$ cat src/rtl/vec_dispatch_buffer.sv
// Speculative dispatch queue between issue and the vector unit: entries are pushed at issue,
// committed in order, and only committed entries are presented for popping.
module vec_dispatch_buffer #(
    parameter int unsigned Depth        = 4,
    parameter int unsigned TransIdWidth = 3,
    parameter int unsigned XLEN         = 64
) (
    input  logic                    clk_i,
    input  logic                    rst_ni,
    input  logic                    flush_i,
    input  logic                    req_valid_i,
    output logic                    req_ready_o,
    input  logic [31:0]             req_instr_i,
    input  logic [XLEN-1:0]         req_rs1_i,
    input  logic [XLEN-1:0]         req_rs2_i,
    input  logic [TransIdWidth-1:0] req_trans_id_i,
    input  logic                    commit_valid_i,
    input  logic [TransIdWidth-1:0] commit_trans_id_i,
    output logic                    commit_error_o,
    output logic                    vec_valid_o,
    input  logic                    vec_ready_i,
    output logic [31:0]             vec_instr_o,
    output logic [XLEN-1:0]         vec_rs1_o,
    output logic [XLEN-1:0]         vec_rs2_o,
    output logic [TransIdWidth-1:0] vec_trans_id_o,
    output logic [$clog2(Depth):0]  committed_cnt_o,
    output logic                    empty_o
);

    localparam int unsigned IdxW = $clog2(Depth);
    localparam int unsigned PtrW = IdxW + 1;
    localparam logic [PtrW-1:0] DepthP = PtrW'(Depth);

    logic [31:0]             instr_q [Depth];
    logic [XLEN-1:0]         rs1_q   [Depth];
    logic [XLEN-1:0]         rs2_q   [Depth];
    logic [TransIdWidth-1:0] id_q    [Depth];

    logic [PtrW-1:0] head_q, head_d;
    logic [PtrW-1:0] cptr_q, cptr_d;
    logic [PtrW-1:0] tail_q, tail_d;
    logic            commit_error_q, commit_error_d;

    logic [PtrW-1:0] total, uncommitted;
    logic            full, push, pop, commit_ok;

    always_comb begin
        total           = tail_q - head_q;
        uncommitted     = tail_q - cptr_q;
        committed_cnt_o = cptr_q - head_q;
        full            = (total == DepthP);
        empty_o         = (total == '0);
        vec_valid_o     = (committed_cnt_o != '0);
        req_ready_o     = rst_ni & ~flush_i & ~full;

        push      = req_valid_i & req_ready_o;
        pop       = vec_valid_o & vec_ready_i;
        commit_ok = commit_valid_i & (uncommitted != '0)
                  & (id_q[cptr_q[IdxW-1:0]] == commit_trans_id_i);

        head_d = head_q + PtrW'(pop);
        cptr_d = cptr_q + PtrW'(commit_ok);
        // Flush trims back to the commit pointer including this cycle's commit.
        tail_d = flush_i ? cptr_d : tail_q + PtrW'(push);

        commit_error_d = commit_valid_i & ~commit_ok;
    end

    always_ff @(posedge clk_i) begin
        if (!rst_ni) begin
            head_q         <= '0;
            cptr_q         <= '0;
            tail_q         <= '0;
            commit_error_q <= 1'b0;
        end else begin
            head_q         <= head_d;
            cptr_q         <= cptr_d;
            tail_q         <= tail_d;
            commit_error_q <= commit_error_d;
        end
    end

    always_ff @(posedge clk_i) begin
        if (!rst_ni) begin
            for (int unsigned i = 0; i < Depth; i++) begin
                instr_q[i] <= '0;
                rs1_q[i]   <= '0;
                rs2_q[i]   <= '0;
                id_q[i]    <= '0;
            end
        end else if (push) begin
            instr_q[tail_q[IdxW-1:0]] <= req_instr_i;
            rs1_q[tail_q[IdxW-1:0]]   <= req_rs1_i;
            rs2_q[tail_q[IdxW-1:0]]   <= req_rs2_i;
            id_q[tail_q[IdxW-1:0]]    <= req_trans_id_i;
        end
    end

    assign commit_error_o = commit_error_q;
    assign vec_instr_o    = instr_q[head_q[IdxW-1:0]];
    assign vec_rs1_o      = rs1_q[head_q[IdxW-1:0]];
    assign vec_rs2_o      = rs2_q[head_q[IdxW-1:0]];
    assign vec_trans_id_o = id_q[head_q[IdxW-1:0]];

endmodule

$ cat config.mk
export PLATFORM = sky130hd
export DESIGN_NAME = vec_dispatch_buffer
export DESIGN_NICKNAME = d
export VERILOG_FILES = /design/src/rtl/vec_dispatch_buffer.sv
export SDC_FILE = /design/constraint.sdc
export NUM_CORES = 1
export LEC_CHECK = 0
export CORE_UTILIZATION = 40
export CTS_CLUSTER_SIZE = 20
export DETAILED_ROUTE_END_ITERATION = 6
export SYNTH_ARGS = -nofsm -noshare
export SYNTH_HDL_FRONTEND = slang
export SYNTH_SLANG_ARGS = --single-unit
$ cat constraint.sdc
create_clock -name clk_i -period 18.9 [get_ports clk_i]
set_input_delay 1.89 -clock clk_i [delete_from_list [all_inputs] [get_ports clk_i]]
set_output_delay 1.89 -clock clk_i [all_outputs]
set_load 0.02 [all_outputs]
==> results of run 1 <==
per-stage QoR:
step                      worst slack (ps)  util [%]  area (sq um)  std cells  hold slack [ps]
after global routing                 12710     49.17         35210       3157            750.8
final                                12960     49.17         35210       3158            708.5
after detailed placement             12340     46.13         33030       3026            687.7
after floorplan                       3935         -         28960       1836            612.7
after global placement               12380     46.13         33030       3026            665.7
after CTS                            12950     49.15         35190       3151            710.0
final timing paths:
check | slack (ps) | to | startpoint
max reg2reg | 14130 | rs1_q[2][60] | head_q[1]
max | 12960 | req_ready_o | rst_ni
min reg2reg | 710 | tail_q[2] | tail_q[2]
min | 710 | tail_q[2] | tail_q[2]
per-layer routing:
layer  up-vias  routed length (um)  global-route usage (%)
met5         -                 125                       0
met3       110                4436                   4.287
li1       7308                   -                       -
met1      8153               28830                   25.11
met2       409               34410                   31.34
met4        20                1491                   6.096
report_power, final:
group	internal, mW	switching (mW)
Clock	0.759	0.555
Combinational	0.480	0.517
Sequential	1.70	0.0433
Total	2.94	1.12
logic make-up (layout without fill, tap and decap cells):
kind of cell	count (synthesis)	count (layout)	share of synthesized area [%]
simple gates	675	675	12.43
flops	662	662	68.31
buf+inv	299	664	4.991
mux	168	168	12.98
fa+ha+maj	12	12	0.5444
xor+xnor	12	12	0.4148
compound gates	8	8	0.3371
other cells	0	7	0
worst max-delay path, delay by kind of cell:
| kind | cells | cell delay, ps |
|---|---|---|
| AO/OA/AOI/OAI | 1 | 220 |
| buffers and inverters | 2 | 1650 |
| AND/OR/NAND/NOR | 1 | 290 |
layout make-up:
cell class | instances | area [sq um]
Fill cell | 6110 | 36400
Sequential cell | 662 | 19790
Multi-Input combinational cell | 875 | 7785
Timing Repair Buffer | 368 | 3628
Clock buffer | 96 | 1934
Tap cell | 950 | 1189
Inverter | 171 | 641.9
Clock inverter | 29 | 227.7
Antenna cell | 7 | 17.52
flip-flops by register name (all words and copies together) (netlist names):
signal          cells
cptr_q              3
commit_error_o      1
head_q              3
instr_q           128
id_q               12
tail_q              3
rs2_q             256
rs1_q             256
cell usage in the layout, fill, tap and decap left out, types with 3 or more instances in the layout:
master,synthesis,layout
clkbuf_1,30,22
diode_2,0,7
ha_1,11,11
inv_1,171,171
bufinv_16,0,3
nor2b_1,6,6
mux4_2,166,166
nor2_1,164,164
edfxtp_1,652,652
clkbuf_16,0,74
nor3_1,163,163
dfxtp_1,10,8
clkinv_1,0,12
xor2_1,3,3
and2_1,333,333
clkinv_2,0,10
buf_4,34,26
xnor2_1,7,7
nand2_1,4,3
clkdlybuf4s50_1,0,341
==> flow_metrics.tcl, run 1 <==
set metrics [dict create \
    rows 98 \
    clockBufferDepth 3 \
    drt-pass1-iter-count 5 \
    syn-instance-count 1836 \
    clk_latency_ps 600 \
    grt_pass1_vias 16640 \
    fin_skew_ps 24.38 \
    cpMaxStageDelayCell "clkdlybuf4s50_1" \
    cp_data_arrival_time_ps 4050 \
    hold_viol 0 \
    wl_per_cell_um 21.94 \
    grt_antenna_before_repair 16 \
    relSlewSlack_pct 28.01 \
    period_share_pct 31.45 \
    gr-total-overflow 0 \
    timing.final.crit_period_ps 5943 \
    drive_gt1_share_pct 13.45 \
    die_h_um 271.1 \
    crit_chain "clkdlybuf4s50_1 -> nor2b_1 -> a21boi_0 -> clkdlybuf4s50_1" \
    drt-total-wl_um 69300 \
    worstSetupPathType "in2out" \
    drc_errors 0 \
    cts_setup_buffers 0 \
    vias 16000 \
    cp_common_cell "clkdlybuf4s50_1" \
    required_ps 17010 \
    cts_resized 0 \
    crit_fanout 14 \
    fin_tns_setup_ps 0 \
    h-tree-depth 3 \
    via_per_inst 5.066 \
    yosysMostFrequentCell "edfxtp_1" \
    syn_to_final_growth_pct 21.60 \
    ios 342 \
    fin_nets 2334 \
    reg2reg_depth 7 \
    synth_edf_count 652 \
    yosysSeqAreaShare_pct 68.31 \
    ys_types 31 \
    synth_top_area_cell "edfxtp_1" \
    syn-cell-area_sq_mm 0.02896 \
    worstSetupEndpointType "output pin" \
    hold_path_depth 2 \
    leakagePower_nw 12.78 \
    track_usage_pct 19.08 \
    max_stage_delay_ps 990 \
    p_per_area_mw_per_mm2 115.3 \
    power_mw 4.059 \
    hold_path_class "reg2reg" \
    hpwl_um 39420 \
    tightest_slew_ps 1080 \
    async_reset_ff_share_pct 0 \
    cts_made_buffers 72 \
    drv_cap 0 \
    setup_viol_count_final 0 \
    numPortBuffers 341 \
    initial_utilization_pct 40.44 \
    run_status "complete, no violations" \
    antenna_left 0 \
    rsz0062_at_grt "no" \
    yosysWarningCount 0 \
    cts_root_buf "clkbuf_16" \
    grt_max_degree 97 \
    ys_seq_elements 662 \
    netlist.area_leader.share_pct 67.61 \
    ir_worst_vdd_uv 91.26 \
    synth_commonest_cells "edfxtp_1 (652), and2_1 (333), inv_1 (171)" \
    cts_tree "yes" \
    die_w_um 271.1 \
    fmaxAchievable_ghz 0.1683 \
    critPathLaunchType "input port" \
    path_clk_slew_ps 60 \
    grt_pass1_wl_um 104700 \
    cts.sinks 662 \
    ys.flop_type "edfxtp_1" \
    die_area_sq_mm 0.07347 \
    core_area_sq_mm 0.07161 \
    gp_congestion 0.7792 \
    ys_top_cells_by_area "edfxtp_1 (68%), mux4_2 (13%), and2_1 (7.2%)" \
    synth.avg_cell_area_sq_um 15.77 \
    slew_viol_final 0 \
    syn_nets 2020 \
    drt_iter0_drc 1010 \
    hold_buffers 0 \
]
No activity file was read; power rests on OpenSTA's default activity.
==> run 2, diff against run 1 <==
==> constraint.sdc (replaced) <==
create_clock -name clk_i -period 6.2 [get_ports clk_i]
set_input_delay 0.62 -clock clk_i [delete_from_list [all_inputs] [get_ports clk_i]]
set_output_delay 0.62 -clock clk_i [all_outputs]
set_load 0.02 [all_outputs]
==> run 2 against run 1 <==
Routed wire length is 0.99% lower. Critical path depth is 1 lower. First-iteration DRC count is 18% higher. Setup slack worse by 11000 ps. Final cell count stayed put. Sequential power grew to 3.0 times the previous value. Non-clock buffer count is 8 lower. Die area stayed put. Clock-buffer cell count is 4 higher. Critical endpoint is now vec_rs1_o[8].
==> flow_metrics.tcl, run 2 (synthesis results as in run 1) <==
set metrics [dict create \
    hold_path_class "in2reg" \
    run_status "complete, no violations" \
    final_cell_mix "edfxtp_1 (652), clkdlybuf4s50_1 (341), and2_1 (333)" \
    h-tree-depth 3 \
    tightest_slew_ps 1050 \
    cts_root_buf "clkbuf_16" \
    drv_cap 0 \
    drt-total-wl_um 68610 \
    fin_ws_ps 2207 \
    postPlaceCellArea_sq_mm 0.03310 \
    initial_utilization_pct 40.44 \
    r2r_slack_ps 2400 \
    cts_tree "yes" \
    grt_pass1_wl_um 103900 \
    drc_errors 0 \
    drt_iter0_drc 1192 \
    track_usage_pct 18.92 \
    via_per_inst 5.037 \
    pre_cts_ws_ps 2185 \
    die_h_um 271.1 \
    critPathLaunchType "flop" \
    fin_skew_ps 13.73 \
    slew_viol_final 0 \
    ir_worst_vdd_uv 295.8 \
    die_w_um 271.1 \
    cts.sinks 662 \
    p_switching_mw 3.443 \
    crit_fanout 114 \
    p_clk_share_pct 33.4 \
    die_area_sq_mm 0.07347 \
    cp_data_arrival_time_ps 3370 \
    postLayoutCellArea_sq_mm 0.03541 \
    gr-total-overflow 0 \
    antenna_left 0 \
    p_int_mw 9.116 \
    mostFrequentLayoutCell "edfxtp_1" \
    vias 15910 \
    combPwrFrac_pct 24.4 \
    p_per_area_mw_per_mm2 354.7 \
    hpwl_um 36430 \
    hold_viol 0 \
    numPortBuffers 341 \
    core_area_sq_mm 0.07161 \
    syn_to_final_growth_pct 22.27 \
    rsz0062_at_grt "no" \
    grt_pass1_vias 16830 \
    cts_made_buffers 74 \
    ios 342 \
    grt_max_degree 181 \
    worstHoldStart "commit_valid_i" \
    clk_latency_ps 600 \
    worstSetupStartpoint "head_q[1]" \
    worstSetupEndpointType "output pin" \
    setup_viol_count_final 0 \
    hold_buffers 0 \
    cts_resized 0 \
    drive_gt1_share_pct 13.39 \
    gp_congestion 0.7490 \
    cts_setup_buffers 0 \
    swShare_pct 27.41 \
    rows 98 \
    worstSetupPathType "reg2out" \
    grt_antenna_before_repair 7 \
    timing.final.crit_period_ps 3993 \
    r2r-start "head_q[1]" \
    pwr-share-seq_pct 42.2 \
    wl_per_cell_um 21.73 \
    required_ps 5580 \
    fin_nets 2328 \
    fmaxAchievable_ghz 0.2505 \
    drt-pass1-iter-count 5 \
    relSlewSlack_pct 30.03 \
    path_clk_slew_ps 60 \
    period_share_pct 64.40 \
    leakagePower_nw 12.84 \
    clockBufferDepth 3 \
    reg.largest.list "rs1_q (256), rs2_q (256), instr_q (128)" \
]
-- run 2: cell count changes in the layout (fill, tap and decap cells not counted) --
| cell | previous run | this run |
|---|---|---|
| clkinv_8 | 1 | 0 |
| clkinvlp_4 | 0 | 2 |
| buf_12 | 1 | 11 |
| clkinv_2 | 10 | 12 |
| clkbuf_1 | 22 | 21 |
| clkinv_4 | 1 | 0 |
| clkbuf_16 | 74 | 79 |
| buf_4 | 26 | 8 |
| diode_2 | 7 | 5 |
| clkinv_1 | 12 | 16 |
-- run 2: critical path, cell delays in order, from the launching register on --
cell and delay, ps:
dfxtp_4 950, buf_12 660, mux4_2 350, clkdlybuf4s50_1 700
-- run 2: path summary, 6_finish.rpt --
kind               endpoint  cells past startpoint
max            vec_rs1_o[8]                      3
min          commit_error_o                      2
max reg2reg    rs1_q[2][54]                      6
min reg2reg       head_q[2]                      2
-- run 2: layout make-up --
type                    count  area, sq um
flip-flops and latches    662        19790
diodes                      5        12.51
multi-input cells         875         7785
inverters                 171        641.9
fillers                  6117        36200
clock buffers             100         2056
repair buffers            360         3694
clock inverters            35        242.7
well taps                 950         1189
-- run 2: power by group through the flow --
stage,Clock (mW),Sequential (mW),Combinational [mW]
floorplan,0,5.35,1.86
global placement,0,5.38,3.13
detailed placement,0,5.40,3.12
CTS,4.29,5.31,3.14
global route,4.45,5.33,3.26
finish,4.19,5.30,3.07
-- run 2: layer usage --
metal	global-route usage [%]	vias to the layer above	routed length, um
met1	25.20	8091	29130
met4	5.546	6	1268
li1	-	7301	-
met2	31.60	424	34180
met5	0	-	40
met3	3.453	86	3988
-- run 2: metrics by stage --
| stage | setup TNS (ps) | power (mW) | instances | hold slack (ps) | util (%) |
|---|---|---|---|---|---|
| 5_1_grt | 0 | 13.04 | 3156 | 638.3 | 49.44 |
| 2_1_floorplan | -218630 | 7.214 | 1836 | 612.7 | - |
| 3_3_place_gp | 0 | 8.513 | 3018 | 662.8 | 46.22 |
| 3_5_place_dp | 0 | 8.524 | 3018 | 662.2 | 46.22 |
| 4_1_cts | 0 | 12.73 | 3153 | 617.7 | 49.43 |
| 6_report | 0 | 12.56 | 3158 | 646.7 | 49.44 |
